==> config.mk <==
export PLATFORM = sky130hd
export DESIGN_NAME = seq_alu
export DESIGN_NICKNAME = d
export VERILOG_FILES = /design/src/rtl/seq_alu_pkg.sv /design/src/rtl/seq_alu_scan.sv /design/src/rtl/seq_alu.sv
export SDC_FILE = /design/constraint.sdc
export NUM_CORES = 1
export LEC_CHECK = 0
export ABC_AREA = 1
export CAP_MARGIN = 20
export CELL_PAD_IN_SITES_DETAIL_PLACEMENT = 0
export CELL_PAD_IN_SITES_GLOBAL_PLACEMENT = 1
export CORE_MARGIN = 2
export CORE_UTILIZATION = 38
export DETAILED_ROUTE_END_ITERATION = 8
export PLACE_DENSITY_LB_ADDON = 0.1
export SYNTH_ARGS = -nofsm -noshare
export SYNTH_HDL_FRONTEND = slang
export SYNTH_SLANG_ARGS = --single-unit
==> constraint.sdc <==
create_clock -name i_clk -period 1.39 [get_ports i_clk]
set_input_delay 0.278 -clock i_clk [delete_from_list [all_inputs] [get_ports i_clk]]
set_output_delay 0.278 -clock i_clk [all_outputs]
set_load 0.01 [all_outputs]
==> src/rtl/seq_alu_pkg.sv <==
`default_nettype none
// ---------------------------------------------------------------------------
// seq_alu_pkg : shared opcodes, FSM state type and scan-length helper
// Revision    : 1.0
// ---------------------------------------------------------------------------
package seq_alu_pkg;

  localparam logic [2:0] C_OP_SUB    = 3'b000;
  localparam logic [2:0] C_OP_NAND   = 3'b001;
  localparam logic [2:0] C_OP_LONES  = 3'b010;
  localparam logic [2:0] C_OP_OH2BIN = 3'b011;

  typedef enum logic [1:0] {
    ST_IDLE = 2'd0,
    ST_EXEC = 2'd1,
    ST_SCAN = 2'd2,
    ST_DONE = 2'd3
  } state_e;

  function automatic int scan_len(input int width);
    return 2 * width;
  endfunction

endpackage
`default_nettype wire

==> src/rtl/seq_alu_scan.sv <==
`default_nettype none
// ---------------------------------------------------------------------------
// seq_alu_scan : bit-serial scanner over {b,a}, MSB first; leading-ones count
//                plus lowest-set-bit index with multi-hot/empty tracking
// Revision     : 1.0
// ---------------------------------------------------------------------------
module seq_alu_scan
  import seq_alu_pkg::*;
#(
  parameter int WIDTH = 4,
  parameter int CW    = $clog2(2 * WIDTH + 1)
) (
  input  logic             i_clk,
  input  logic             i_rst,
  input  logic             i_start,
  input  logic             i_en,
  input  logic [WIDTH-1:0] i_a,
  input  logic [WIDTH-1:0] i_b,
  output logic             o_last,
  output logic [CW-1:0]    o_lones,
  output logic [CW-1:0]    o_index,
  output logic             o_seen,
  output logic             o_multi
);

  localparam int            SL     = scan_len(WIDTH);
  localparam logic [CW-1:0] C_LAST = CW'(SL - 1);

  logic [SL-1:0] vec_q, vec_d;
  logic [CW-1:0] cnt_q, cnt_d;
  logic [CW-1:0] lones_q, lones_d;
  logic [CW-1:0] index_q, index_d;
  logic          run_q, run_d;
  logic          seen_q, seen_d;
  logic          multi_q, multi_d;
  logic          w_bit;

  assign w_bit = vec_q[SL-1];

  always_comb begin
    vec_d   = vec_q;
    cnt_d   = cnt_q;
    lones_d = lones_q;
    index_d = index_q;
    run_d   = run_q;
    seen_d  = seen_q;
    multi_d = multi_q;
    if (i_start) begin
      vec_d   = {i_b, i_a};
      cnt_d   = '0;
      lones_d = '0;
      index_d = '0;
      run_d   = 1'b1;
      seen_d  = 1'b0;
      multi_d = 1'b0;
    end else if (i_en) begin
      vec_d = vec_q << 1;
      cnt_d = cnt_q + CW'(1);
      run_d = run_q & w_bit;
      if (run_q && w_bit) lones_d = lones_q + CW'(1);
      // Scanning from the MSB, the last set bit seen is the lowest one.
      if (w_bit) begin
        index_d = C_LAST - cnt_q;
        multi_d = multi_q | seen_q;
        seen_d  = 1'b1;
      end
    end
  end

  always_ff @(posedge i_clk or posedge i_rst) begin
    if (i_rst) begin
      vec_q   <= '0;
      cnt_q   <= '0;
      lones_q <= '0;
      index_q <= '0;
      run_q   <= 1'b0;
      seen_q  <= 1'b0;
      multi_q <= 1'b0;
    end else begin
      vec_q   <= vec_d;
      cnt_q   <= cnt_d;
      lones_q <= lones_d;
      index_q <= index_d;
      run_q   <= run_d;
      seen_q  <= seen_d;
      multi_q <= multi_d;
    end
  end

  // Next-state views let the top register the final bit's result directly.
  assign o_last  = (cnt_q == C_LAST);
  assign o_lones = lones_d;
  assign o_index = index_d;
  assign o_seen  = seen_d;
  assign o_multi = multi_d;

endmodule
`default_nettype wire

==> src/rtl/seq_alu.sv <==
`default_nettype none
// ---------------------------------------------------------------------------
// seq_alu  : sequential ALU with valid/ready handshake; SUB/NAND in one cycle,
//            LONES/OH2BIN via a 2*WIDTH-cycle bit-serial scan
// Revision : 1.0
// ---------------------------------------------------------------------------
module seq_alu
  import seq_alu_pkg::*;
#(
  parameter int WIDTH = 4
) (
  input  logic             i_clk,
  input  logic             i_rst,
  input  logic             i_valid,
  output logic             o_ready,
  input  logic [2:0]       i_op,
  input  logic [WIDTH-1:0] i_a,
  input  logic [WIDTH-1:0] i_b,
  output logic             o_valid,
  input  logic             i_ready,
  output logic [WIDTH-1:0] o_y,
  output logic             o_overflow,
  output logic             o_err
);

  localparam int CW = $clog2(scan_len(WIDTH) + 1);

  state_e           state_q, state_d;
  logic [2:0]       op_q, op_d;
  logic [WIDTH-1:0] a_q, a_d;
  logic [WIDTH-1:0] b_q, b_d;
  logic [WIDTH-1:0] y_q, y_d;
  logic             ovf_q, ovf_d;
  logic             err_q, err_d;

  logic                w_accept;
  logic                w_scan_op;
  logic                w_last;
  logic                w_seen;
  logic                w_multi;
  logic [CW-1:0]       w_lones;
  logic [CW-1:0]       w_index;
  logic [WIDTH-1:0]    w_diff;
  logic [CW+WIDTH-1:0] w_lones_ext;
  logic [CW+WIDTH-1:0] w_index_ext;

  assign w_accept    = i_valid && (state_q == ST_IDLE);
  assign w_scan_op   = (i_op == C_OP_LONES) || (i_op == C_OP_OH2BIN);
  assign w_diff      = a_q - b_q;
  assign w_lones_ext = {{WIDTH{1'b0}}, w_lones};
  assign w_index_ext = {{WIDTH{1'b0}}, w_index};

  seq_alu_scan #(
    .WIDTH (WIDTH),
    .CW    (CW)
  ) u_scan (
    .i_clk   (i_clk),
    .i_rst   (i_rst),
    .i_start (w_accept && w_scan_op),
    .i_en    (state_q == ST_SCAN),
    .i_a     (i_a),
    .i_b     (i_b),
    .o_last  (w_last),
    .o_lones (w_lones),
    .o_index (w_index),
    .o_seen  (w_seen),
    .o_multi (w_multi)
  );

  always_comb begin
    state_d = state_q;
    case (state_q)
      ST_IDLE: if (i_valid) state_d = w_scan_op ? ST_SCAN : ST_EXEC;
      ST_EXEC: state_d = ST_DONE;
      ST_SCAN: if (w_last) state_d = ST_DONE;
      ST_DONE: if (i_ready) state_d = ST_IDLE;
      default: state_d = ST_IDLE;
    endcase
  end

  always_comb begin
    op_d  = op_q;
    a_d   = a_q;
    b_d   = b_q;
    y_d   = y_q;
    ovf_d = ovf_q;
    err_d = err_q;
    if (w_accept) begin
      op_d = i_op;
      a_d  = i_a;
      b_d  = i_b;
    end
    if (state_q == ST_EXEC) begin
      case (op_q)
        C_OP_SUB: begin
          y_d   = w_diff;
          ovf_d = (a_q[WIDTH-1] != b_q[WIDTH-1]) && (w_diff[WIDTH-1] != a_q[WIDTH-1]);
          err_d = 1'b0;
        end
        C_OP_NAND: begin
          y_d   = ~(a_q & b_q);
          ovf_d = 1'b0;
          err_d = 1'b0;
        end
        default: begin
          y_d   = '0;
          ovf_d = 1'b0;
          err_d = 1'b1;
        end
      endcase
    end else if ((state_q == ST_SCAN) && w_last) begin
      if (op_q == C_OP_LONES) begin
        y_d   = w_lones_ext[WIDTH-1:0];
        ovf_d = |(w_lones_ext >> WIDTH);
        err_d = 1'b0;
      end else if (!w_seen) begin
        y_d   = '0;
        ovf_d = 1'b0;
        err_d = 1'b1;
      end else begin
        y_d   = w_index_ext[WIDTH-1:0];
        ovf_d = |(w_index_ext >> WIDTH);
        err_d = w_multi;
      end
    end
  end

  always_ff @(posedge i_clk or posedge i_rst) begin
    if (i_rst) begin
      state_q <= ST_IDLE;
      op_q    <= '0;
      a_q     <= '0;
      b_q     <= '0;
      y_q     <= '0;
      ovf_q   <= 1'b0;
      err_q   <= 1'b0;
    end else begin
      state_q <= state_d;
      op_q    <= op_d;
      a_q     <= a_d;
      b_q     <= b_d;
      y_q     <= y_d;
      ovf_q   <= ovf_d;
      err_q   <= err_d;
    end
  end

  assign o_ready    = (state_q == ST_IDLE);
  assign o_valid    = (state_q == ST_DONE);
  assign o_y        = y_q;
  assign o_overflow = ovf_q;
  assign o_err      = err_q;

endmodule
`default_nettype wire

==> results.json, run 1 <==
{
  "status": "finished with violations",
  "violations": "negative setup slack",
  "synth_area_leaders": "dfrtp_1, nand2_1, ha_1",
  "ys_ff_latch": 42,
  "firstDrtPassIters": 4,
  "cts_hold_buf": 0,
  "synthMuxAreaShare": 0,
  "cts_tree": "built",
  "crit_arrival_ns": 1.79,
  "cap_violations": 0,
  "grt_max_degree": 43,
  "reg2reg_to": "o_y[2]",
  "critPathMaxFanout": 2,
  "rsz0062_at_grt": "yes",
  "met2_usage": 0.304,
  "final.min_clock_period_ns": 1.60,
  "rows": 28,
  "synth_edf_count": 0,
  "irDropWorstVdd_mv": 1.40,
  "reg2reg_depth": 12,
  "postLayoutCoreUtil": 0.599,
  "cts_buffers": 5,
  "ys_types": 36,
  "finalCritPeriodShare": 1.15,
  "die_w_um": 81.8,
  "slew_viol_final": 0,
  "power_density_mw_per_mm2": 2170,
  "core-area_mm2": 0.00589,
  "grt_first_pass_wirelength_um": 9260,
  "grt.overflow.total": 0,
  "reg2reg_from": "a_q[0]",
  "preCtsSetupSlack_ns": -0.357,
  "use_met3": 0.0396,
  "p_leak_nw": 1.71,
  "antenna_left": 0,
  "syn-instance-count": 275,
  "htreeDepth": 2,
  "ys.flop_type": "dfrtp_1",
  "synth_fp_nets": 305,
  "cts-root-buf": "clkbuf_8",
  "synth_largest_area_cell": "dfrtp_1",
  "avgSynthCellArea_um2": 8.35,
  "diodes": 0,
  "placed_cells": 409,
  "worst_pin_slew_ns": 0.302,
  "fmax_mhz": 626,
  "grt_pass1_vias": 1946,
  "synth_warnings": 0,
  "port_buffers": 22,
  "yosys.area_share.simple": 0.241,
  "vias_per_cell": 4.75,
  "drive_gt1_frac": 0.408,
  "dieHeight_um": 81.8,
  "final-hold-violation-count": 0,
  "clk_pin_slew_ns": 0.08,
  "stdcell_count": 433,
  "cts.path.max_buffers": 2,
  "end_kind": "flip-flop",
  "synth_top_cell_area_share": 0.458,
  "grt_busiest_layer": "met2",
  "postSynth.asyncResetShare": 1.00,
  "fin_ws_ns": -0.207,
  "wl_um": 5980,
  "slew_headroom": 0.798,
  "synth_top_family_by_area": "simple AND/OR/NAND/NOR gates",
  "cts_sinks": 42,
  "synth-compound-area-share": 0.123,
  "grt_use_met1": 0.245,
  "syn2layout_area_growth_pct": 53.6,
  "synth_xor_area_frac": 0.00763,
  "drt_iter0_markers": 60,
  "skew_ns": 0.00608,
  "synth_commonest_cells": "nand2_1, dfrtp_1, inv_1, o21ai_0, nor2_1",
  "start_kind": "flip-flop",
  "clock_latency_ns": 0.30,
  "place_congestion": 0.785,
  "dieArea_mm2": 0.00668,
  "worstHoldPathType": "primary input to asynchronous set/reset pin",
  "drc": 0,
  "via_count": 2058,
  "antenna_found_initial": 0,
  "synth_most_common_cell": "nand2_1",
  "setup_viol": 18,
  "reg2reg_slack_ns": -0.21,
  "track_usage": 0.186,
  "synth-seq-area-share": 0.458,
  "wl_per_cell_um": 13.8,
  "dp_hpwl_um": 3940,
  "required_ns": 1.59,
  "initial_core_util": 0.390,
  "synthesis.area_mm2": 0.00230,
  "ioPinCount": 23,
  "fin_nets": 387,
  "worstSetupPathType": "flip-flop to flip-flop",
  "holdWs_ns": 0.335,
  "synth_fa_ha_area_frac": 0.0850
}
[flip-flops by register name, summed over array words and instances, names as in the netlist]
signal	flops
u_scan.vec_q	8
a_q	4
b_q	4
o_y	4
u_scan.cnt_q	4
u_scan.index_q	4
u_scan.lones_q	4
op_q	3
state_q	2
o_err	1
o_overflow	1
u_scan.multi_q	1
u_scan.run_q	1
u_scan.seen_q	1
[area by class of cell]
class / count / area, um^2
Multi-Input combinational cell: 185 / 1360
Timing Repair Buffer: 79 / 741
Inverter: 44 / 178
Sequential cell: 42 / 1050
Clock buffer: 8 / 110
Fill cell: 531 / 2360
Tap cell: 75 / 93.8
[stage by stage]
stage	power, mW	area [um^2]	setup TNS, ns
finish	7.66	3530	-1.49
global route	8.33	3530	-3.29
CTS	7.01	3200	-1.17
detailed placement	5.76	2960	-6.63
global placement	5.72	2960	-6.17
floorplan	4.35	2360	-0.480
[cells by family after synthesis]
group / after synthesis
AO/OA/AOI/OAI: 49
XOR/XNOR: 2
adder cells (fa/ha/maj): 15
buffers and inverters: 49
flip-flops: 42
AND/OR/NAND/NOR: 118
[what timing repair did]
action,in CTS,in global routing
gates resized for setup,40,62
setup buffers,4,12
cloned,0,2
pin swaps,10,18
setup endpoints to repair,24,30
[cells in the final DEF (no fill, tap or decap), types with 2 or more instances in the layout]
cell type        instances
buf_6                   16
buf_4                   39
inv_4                    3
nor2_4                   3
inv_1                   30
nand2_4                  5
dlygate4sd2_1            6
dfrtp_1                 42
o21ai_4                  2
nand3_1                  6
a21oi_2                  3
inv_2                   10
ha_4                     4
nand4_1                  5
o21ai_1                 10
o221ai_2                 2
buf_8                    2
nand2_1                 53
nor2_2                   9
o21ai_0                 13
nand3_2                  5
nor2_1                  12
clkbuf_8                 8
clkdlybuf4s50_1         14
ha_1                     9
nand2_8                  2
o21ai_2                  8
and3_4                   3
a21oi_1                  3
nand2_2                 11
[layer usage]
metal  routed length [um]  vias up
li1                     -     1048
met1                 2720      972
met3                  130       10
met2                 3030       28
met4                  104        0
met5                    0        -
[worst max-delay path: stages, from the launching register on]
cell and delay, ns:
dfrtp_1 0.38, inv_1 0.06, ha_1 0.15, inv_2 0.04, fa_2 0.34, nor2_2 0.10, nor3b_2 0.05, nor2_1 0.11
nand2_1 0.08, nand2_1 0.06, inv_1 0.04, nand2_1 0.04, nand2_1 0.04
[worst max path at each step]
stage	start	end	slack, ns	cells after the start
floorplan	a_q[0]	o_y[1]	-0.10	8
global placement	i_op[1]	u_scan.vec_q[6]	-0.34	6
detailed placement	i_op[1]	u_scan.vec_q[6]	-0.36	6
CTS	a_q[0]	o_y[2]	-0.22	12
global route	a_q[0]	o_y[2]	-0.36	12
finish	a_q[0]	o_y[2]	-0.21	12
[report_power, final]
| part | total [mW] | switching, mW | leakage, nW | internal (mW) |
|---|---|---|---|---|
| Sequential | 2.13 | 0.362 | 0.522 | 1.77 |
| Clock | 0.942 | 0.440 | 0.0575 | 0.502 |
| Combinational | 4.59 | 2.32 | 1.13 | 2.27 |
Note: power is estimated with default switching activity, not from simulation.
==> inputs of run 2 (changes only) <==
--- a/config.mk
+++ b/config.mk
@@ -9,7 +9,6 @@
 export CAP_MARGIN = 20
 export CELL_PAD_IN_SITES_DETAIL_PLACEMENT = 0
 export CELL_PAD_IN_SITES_GLOBAL_PLACEMENT = 1
-export CORE_MARGIN = 2
 export CORE_UTILIZATION = 38
 export DETAILED_ROUTE_END_ITERATION = 8
 export PLACE_DENSITY_LB_ADDON = 0.1
==> run 2 against run 1 <==
The flow still finishes with violations (negative setup slack). Power shrank 3.8%. Utilization grew 0.50 points. Sequential share of layout area grew 0.85 points. Flip-flop and latch count is the same. Register-to-register slack gained 0.02 ns. Non-clock buffer count shrank 4. Critical path depth shrank 4. Sequential power is essentially flat. Count of clock-buffer cells in the layout shrank 1. First-iteration DRC count grew 37%. Die area shrank 4.8%. Largest cell class unchanged. Largest power group unchanged.
==> results.json, run 2 (synthesized netlist as in run 1, its figures left out) <==
{
  "syn2layout_area_growth_pct": 49.3,
  "finalCritPeriodShare": 1.14,
  "cts-root-buf": "clkbuf_8",
  "setup_tns_ns": -1.96,
  "critPathMaxFanout": 2,
  "grt.overflow.total": 0,
  "wl_per_cell_um": 12.8,
  "largest-register": "u_scan.vec_q",
  "worst_pin_slew_ns": 0.328,
  "vias_per_cell": 4.63,
  "initial_core_util": 0.405,
  "placed_cells": 406,
  "setup_viol": 23,
  "crit_slowest_cell": "fa_2",
  "cts_sinks": 42,
  "worstHoldPathType": "primary input to asynchronous set/reset pin",
  "slew_viol_final": 0,
  "worstPathCellList": "inv_1, ha_1, inv_2, fa_2, nand3_1, o21ai_1, o21ai_1, o21ai_1",
  "pwr-share-comb": 0.601,
  "place_congestion": 0.746,
  "p_sw_frac": 0.410,
  "dp_hpwl_um": 3920,
  "grt_max_degree": 43,
  "internal_power_mw": 4.35,
  "skew_ns": 0.00613,
  "wl_um": 5470,
  "ioPinCount": 23,
  "violations": "negative setup slack",
  "antenna_left": 0,
  "cts_hold_buf": 0,
  "end_kind": "flip-flop",
  "start_kind": "flip-flop",
  "p_sw_mw": 3.03,
  "fin_ws_ns": -0.190,
  "rows": 27,
  "cap_violations": 0,
  "mostFrequentLayoutCells": "nand2_1, dfrtp_1, buf_4, inv_1, buf_6",
  "worstSetupPathType": "flip-flop to flip-flop",
  "p_leak_nw": 1.68,
  "cts_tree": "built",
  "antenna_found_initial": 0,
  "reg2reg_from": "a_q[0]",
  "drive_gt1_frac": 0.381,
  "die_w_um": 79.8,
  "fmax_mhz": 633,
  "status": "finished with violations",
  "final.min_clock_period_ns": 1.58,
  "sequentialPowerShare": 0.289,
  "reg2reg_slack_ns": -0.19,
  "holdWs_ns": 0.349,
  "core-area_mm2": 0.00568,
  "firstDrtPassIters": 4,
  "via_count": 1974,
  "required_ns": 1.61,
  "crit_top_cell": "o21ai_1",
  "htreeDepth": 2,
  "clkPwrFrac": 0.111,
  "stdcell_count": 426,
  "rsz0062_at_grt": "yes",
  "grt_pass1_vias": 2059,
  "final-hold-violation-count": 0,
  "port_buffers": 22,
  "dpl_cell_area_mm2": 0.00296,
  "crit_arrival_ns": 1.80,
  "reg2reg_depth": 8,
  "grt_first_pass_wirelength_um": 9450,
  "diodes": 0,
  "track_usage": 0.194,
  "fin_area_mm2": 0.00343,
  "preCtsSetupSlack_ns": -0.368,
  "clk_pin_slew_ns": 0.08,
  "reg2reg_to": "o_y[1]",
  "multi_input_area_mm2": 0.00133,
  "irDropWorstVdd_mv": 1.38,
  "slew_headroom": 0.781,
  "critical-path-max-stage-delay_ns": 0.51,
  "fin_nets": 383,
  "cts.path.max_buffers": 2,
  "final_common_cell": "nand2_1",
  "dieHeight_um": 79.8,
  "power_density_mw_per_mm2": 2150,
  "drt_iter0_markers": 82,
  "clock_latency_ns": 0.29,
  "regArea_mm2": 0.00105,
  "dieArea_mm2": 0.00636,
  "drc": 0,
  "cts_buffers": 5,
  "fill_cells": 523,
  "largest_register_ffs": 8
}
[run 2: cell type report]
class,instances,area share
Tap cell,72,0.0263
Clock inverter,1,0.00146
Multi-Input combinational cell,185,0.386
Timing Repair Buffer,75,0.202
Sequential cell,42,0.306
Clock buffer,7,0.0252
Inverter,44,0.0525
[run 2: worst max-delay path, delay by kind of cell, from the launching register on]
family          cells  cell delay (ns)
flops               1             0.38
fa+ha+maj           2             0.66
simple gates        1             0.06
buf+inv             2             0.10
compound gates      3             0.30
[run 2: timing repair]
item,CTS,global route
cloned,2,0
pin swaps,12,14
resized for setup,51,50
setup buffers,6,7
setup endpoints to repair,29,30
[run 2: through the flow]
step	util	power [mW]
floorplan	-	4.35
global placement	0.521	5.75
detailed placement	0.521	5.78
CTS	0.566	6.95
global route	0.604	8.05
finish	0.604	7.37
[run 2: worst max-delay path by stage]
stage                  from     end  cells after the start
floorplan            a_q[0]  o_y[1]                      8
global placement    i_op[1]  o_y[2]                     10
detailed placement  i_op[1]  o_y[2]                     10
CTS                  a_q[0]  o_y[1]                      8
global route         a_q[0]  o_y[2]                     12
finish               a_q[0]  o_y[1]                      8
[run 2: metal layers]
metal | vias up | part of all wire | GRT usage
met3 | 5 | 0.034 | 0.0343
met5 | - | 0 | 0
met2 | 28 | 0.50 | 0.335
met1 | 904 | 0.45 | 0.251
li1 | 1037 | - | -
met4 | 0 | 0.0093 | 0.0482
[run 2: power by group through the flow]
stage	clock network, mW	registers [mW]	logic (mW)
floorplan	0	2.14	2.21
finish	0.815	2.13	4.43
global route	0.894	2.20	4.96
detailed placement	0	2.13	3.65
CTS	0.850	2.12	3.98
global placement	0	2.12	3.62
